[config.mk]
export PLATFORM = sky130hd
export DESIGN_NAME = shift_sequencer
export DESIGN_NICKNAME = d
export VERILOG_FILES = /design/src/rtl/shift_sequencer.sv
export SDC_FILE = /design/constraint.sdc
export NUM_CORES = 1
export LEC_CHECK = 0
export BUFFER_PORTS_ARGS = -buffer_cell sky130_fd_sc_hd__buf_2
export CAP_MARGIN = 10
export CORE_UTILIZATION = 50
export CTS_BUF_LIST = sky130_fd_sc_hd__clkbuf_8 sky130_fd_sc_hd__clkbuf_16
export DETAILED_ROUTE_END_ITERATION = 8
export MAX_ROUTING_LAYER = met4
export PLACE_DENSITY = 0.76
export SYNTH_ARGS = -nofsm -noshare
export SYNTH_HDL_FRONTEND = slang
export SYNTH_SLANG_ARGS = --single-unit
[constraint.sdc]
create_clock -name clk -period 2.4 [get_ports clk]
set_input_delay 0 -clock clk [delete_from_list [all_inputs] [get_ports clk]]
set_output_delay 0 -clock clk [all_outputs]
set_load 0.01 [all_outputs]
[src/rtl/shift_sequencer.sv]
// Iterative SLL/SRL/SRA execution unit shifting STEP bits per cycle beside the ALU.
// Optional macro SHIFT_SEQ_PERF_EN adds a saturating busy-cycle counter port.
module shift_sequencer #(
    parameter int XLEN = 32,
    parameter int STEP = 1
) (
    input  logic            clk,
    input  logic            reset,
    input  logic            start,
    input  logic [2:0]      ALUControl,
    input  logic [2:0]      funct3,
    input  logic            funct7_5,
    input  logic [XLEN-1:0] src_a,
    input  logic [4:0]      shamt,
    input  logic            flush,
    output logic            ready,
    output logic            busy,
    output logic            done,
    output logic [XLEN-1:0] result
`ifdef SHIFT_SEQ_PERF_EN
    ,
    output logic [31:0]     perf_busy_cycles
`endif
);

    typedef enum logic [1:0] {
        S_IDLE,
        S_SHIFT,
        S_DONE
    } state_e;

    typedef enum logic [1:0] {
        OP_SLL,
        OP_SRL,
        OP_SRA
    } op_e;

    localparam logic [4:0] STEP_W = 5'(STEP);

    state_e          state_q, state_d;
    op_e             op_q, op_d;
    logic [XLEN-1:0] data_q, data_d;
    logic [XLEN-1:0] result_q, result_d;
    logic [4:0]      rem_q, rem_d;

    logic            accept;
    logic [4:0]      step_amt;
    logic [4:0]      rem_left;
    logic [XLEN-1:0] shifted;

    assign ready  = (state_q != S_SHIFT);
    assign busy   = (state_q == S_SHIFT);
    assign done   = (state_q == S_DONE);
    assign result = result_q;

    assign accept = start && ready && (ALUControl == 3'b111) &&
                    ((funct3 == 3'b001) || (funct3 == 3'b101));

    // Last iteration may be shorter than STEP so the total never overshoots shamt.
    assign step_amt = (rem_q < STEP_W) ? rem_q : STEP_W;
    assign rem_left = rem_q - step_amt;

    always_comb begin
        shifted = data_q >> step_amt;
        case (op_q)
            OP_SLL:  shifted = data_q << step_amt;
            OP_SRA:  shifted = $signed(data_q) >>> step_amt;
            default: shifted = data_q >> step_amt;
        endcase
    end

    always_comb begin
        // NOTE: every next-state signal gets its hold value first so no path leaves one unassigned (no latches).
        state_d  = state_q;
        op_d     = op_q;
        data_d   = data_q;
        rem_d    = rem_q;
        result_d = result_q;

        if (flush) begin
            state_d = S_IDLE;
        end else begin
            case (state_q)
                S_SHIFT: begin
                    data_d = shifted;
                    rem_d  = rem_left;
                    if (rem_left == 5'd0) begin
                        result_d = shifted;
                        state_d  = S_DONE;
                    end
                end
                default: begin
                    state_d = S_IDLE;
                    if (accept) begin
                        data_d = src_a;
                        rem_d  = shamt;
                        if (funct3 == 3'b001) begin
                            op_d = OP_SLL;
                        end else if (funct7_5) begin
                            op_d = OP_SRA;
                        end else begin
                            op_d = OP_SRL;
                        end
                        if (shamt == 5'd0) begin
                            result_d = src_a;
                            state_d  = S_DONE;
                        end else begin
                            state_d = S_SHIFT;
                        end
                    end
                end
            endcase
        end
    end

    // NOTE: sequential state uses non-blocking assignments so all registers update from pre-edge values.
    always_ff @(posedge clk or posedge reset) begin
        if (reset) begin
            state_q  <= S_IDLE;
            op_q     <= OP_SLL;
            data_q   <= '0;
            rem_q    <= '0;
            result_q <= '0;
        end else begin
            state_q  <= state_d;
            op_q     <= op_d;
            data_q   <= data_d;
            rem_q    <= rem_d;
            result_q <= result_d;
        end
    end

`ifdef SHIFT_SEQ_PERF_EN
    logic [31:0] perf_q, perf_d;

    assign perf_d           = (busy && (perf_q != 32'hFFFF_FFFF)) ? perf_q + 32'd1 : perf_q;
    assign perf_busy_cycles = perf_q;

    always_ff @(posedge clk or posedge reset) begin
        if (reset) begin
            perf_q <= '0;
        end else begin
            perf_q <= perf_d;
        end
    end
`endif

endmodule
==> results.md <==
- For this run, the leading register cell type out of synthesis is dfrtp_1.
- After synthesis, the share of cell area in mux cells is 19.91%.
- In this run the worst path has a maximum fanout of 21.
- When the netlist entered floorplanning its net count stood at 443.
- The post-CTS clock slew at the launch and capture registers of the worst setup and hold paths is 80 ps.
- The worst hold path class is input pin to flop.
- The clock arrives with 14.21 ps of skew.
- The synthesized netlist occupies a cell area of 4268 sq um.
- The number of synthesized flops with an enable pin is 0.
- Setup violations remaining at the end of the flow were counted as 0.
- Measured against its own limit, the worst slew margin works out to 31.62%.
- The insertion delay of the later-clocked pin in the worst-skew pair is 350 ps.
- The largest net degree at the start of global routing is 42.
- The average wire per standard cell is 18.09 um.
- At the end of routability-driven placement, the weighted congestion stood at 0.8717.
- Once detailed placement completed, the half-perimeter wirelength came to 6624 um.
- The die is 94.39 um wide.
- The met1 track utilization from global routing is 34.18%.
- The number of instances in the synthesized netlist is 394.
- The run finished with clean final reports.
- In the routed design, unresolved DRC markers number 0.
- The worst setup path is captured at a flop.
- The number of global-route vias before repair came to 3622.
- The final-report hold violation count is 0.
- In this run the critical register-to-register path is launched from rem_q[2].
- The final count of pins violating max slew is 0.
- In the routed layout, each cell is associated on average with a via count of 6.167.
- The repair_antennas step left the layout with diodes totalling 0.
- Of the cells placed in the final design, the portion with a size suffix greater than 1 is 37.45%.
- For the finished layout, the period the worst path requires is 2295 ps.
- The required time at the endpoint of the critical path is 2640 ps.
- STA classifies the critical path startpoint as a flop.
- The detailed-routing iteration count for the pre-antenna-repair pass is 4.
- The worst setup path is of the flop to flop kind.
- Once the clock tree was built, the setup fixing pass inserted 0 buffers.
- The maximum number of buffers from clock root to sink is 2.
- The number of buffers inserted by port buffering is 82.
- The global-route total usage across every layer is 26.11%.
- The timing startpoint of the critical path is rem_q[2].
- Once detail routing completed, the nets flagged for antenna violations numbered 0.
- The setup TNS is 0 ps.
- For flop-to-flop paths, the worst setup slack is 110 ps.
- Counting distinct cell types in the post-synthesis netlist gives 44.
- Static timing analysis puts the maximum clock frequency at 0.4358 GHz.
- The net count of the finished layout is 514.
- The area growth from synthesis to layout is 17.80%.
- The routed design has 10400 um of wire.
- The die covers 8909 sq um.
- The final core utilization is 60.88%.
- In the global route stage, met2 resource usage came out at 39.61%.
- The startpoint identified for the worst hold timing path is flush.
- The number of standard-cell rows in the floorplan is 33.
- The number of antenna violations at the first check in global routing is 0.
- The H-tree was split into 3 levels.
- Summing the areas of all compound-gate instances in the mapped netlist gives 24.74% of the synthesized area.
- The number of synthesis warnings is 0.
- The number of sinks on the clock net is 73.
- The main combinational cell family by area after synthesis is compound AO/OA/AOI/OAI gates.
- The first-pass GRT wire length is 17440 um.
- Measured along the y axis, the die boundary spans 94.39 um.
- The critical path arrival is 2530 ps.
- The share of the Yosys chip area taken by registers is 42.80%.
- TritonCTS built the clock tree.
- The count of pins on the block boundary is 83.
- Once the floorplan was initialized, standard cells occupied 51.68% of the core.
- The async set or reset register ratio after synthesis is 100.0%.
- The vias after detailed routing is 3546.
- After synthesis the netlist holds a flip-flop and latch count of 73.
- Setup repair after global routing left no endpoint under its margin.
- The synthesized netlist devotes 6.743% of its cell area to simple gates.
- The placeable core region is 8258 sq um.
- Of the total synthesized cell area, the portion taken by full adders, half adders and majority gates is 0.2932%.
- The share of the clock period used by the worst path after layout is 95.61%.
- The clock tree root buffer cell is clkbuf_8.
- The maximum ir drop on the vdd rail is 358.3 uV.
- For this design the static power due to leakage is 0.002454 uW.
- The reported max-cap violation count is 0.
- The total power divided by cell area is 789.2 nW/um^2.
- The violation count after the first detailed-routing iteration is 361.
- The xor/xnor share of the synthesized area is 0%.
- The layer with the highest usage is met2.
- The number of clock buffers added by TritonCTS is 9.
- The total congestion overflow is 0.
- The slew at the pin closest to its max-slew limit is 1026 ps.
- Averaged over all synthesized cells, the footprint is 10.83 sq um.
- Global routing used 5.314% of the available met3 tracks.
cells in the mapped netlist (all sizes together), types with 3 or more instances:
cell / count / area, sq um
dfrtp: 73 / 1827
mux2: 64 / 829.6
o21ai: 37 / 185.2
nand2: 34 / 127.6
o21a: 31 / 232.7
a221oi: 30 / 262.8
o31ai: 30 / 225.2
clkbuf: 29 / 108.9
buf: 13 / 111.4
nor2: 10 / 37.54
a21oi: 5 / 25.02
inv: 4 / 15.01
a21o: 3 / 22.52
or3: 3 / 18.77
what timing repair did:
item	in CTS	in global routing
hold buffers	6	0
endpoints found under the setup margin	0	12
hold endpoints to repair	43	0
gates resized for setup	0	2
path summary, 6_finish.rpt:
path | to | cells past startpoint
setup / recovery | result[30] | 8
hold reg to reg | result[31] | 1
min in group asynchronous | data_q[16] | 3
max in group asynchronous | rem_q[3] | 4
setup reg to reg | result[30] | 8
hold / removal | state_q[0] | 3
registers in the layout (all words and copies together) (netlist names):
signal and flops:
data_q 32, result 32, rem_q 5, op_q 2, state_q 2
cell type report:
type / count / area, sq um
multi-input combinational: 275 / 2221
sequential: 73 / 1828
tap: 105 / 131.4
fill: 689 / 3231
clock buffer: 10 / 137.6
timing repair buffer: 102 / 611.8
inverter: 4 / 15.01
clock inverter: 6 / 82.58
cell families (layout without fill, tap and decap cells):
logic type / after synthesis / in the layout
multiplexers: 66 / 66
AND/OR/NAND/NOR: 62 / 62
flip-flops: 73 / 73
adder cells (fa/ha/maj): 1 / 1
buffers and inverters: 46 / 122
AO/OA/AOI/OAI: 146 / 146
per-layer routing:
metal / vias to the layer above / routed length, um
met3: 21 / 658
met4: 0 / 193
met1: 1733 / 4593
met2: 151 / 4957
li1: 1641 / -
met5: - / 0
critical path, cell delays in order, from the launching register on:
cell	delay [ps]
dfrtp_1	490
nor3_4	170
a21o_1	180
ha_1	210
inv_1	90
a2111oi_4	240
a32o_2	240
buf_12	210
mux2_2	350
metrics by stage:
stage | cells | setup slack, ps | instance area, sq um | hold WS (ps) | total power [uW]
4_1_cts | 574 | 78.46 | 5007 | 1.230 | 3946
3_3_place_gp | 552 | 215.8 | 4727 | 197.5 | 2833
6_report | 575 | 105.3 | 5027 | 3.322 | 3968
5_1_grt | 575 | 8.173 | 5027 | 9.726 | 4183
2_1_floorplan | 394 | 5.847 | 4275 | 176.8 | 2519
3_5_place_dp | 552 | 92.78 | 4727 | 205.0 | 2867
report_power, final:
group	switching (uW)	internal [uW]
clock network	473	609
registers	206	1430
logic	681	565
placed cells by master (no fill, tap or decap), types with 5 or more instances in the layout:
cell type,instances
o21ai_0,32
dfrtp_1,72
o21a_1,31
mux2_2,24
mux2_4,29
o21ai_1,5
dlygate4sd3_1,6
a221oi_1,30
o31ai_1,30
clkbuf_8,10
buf_4,10
nor2_1,8
a21oi_1,5
nand2_1,34
mux2_1,11
buf_2,82
Note: power is estimated with default switching activity, not from simulation.
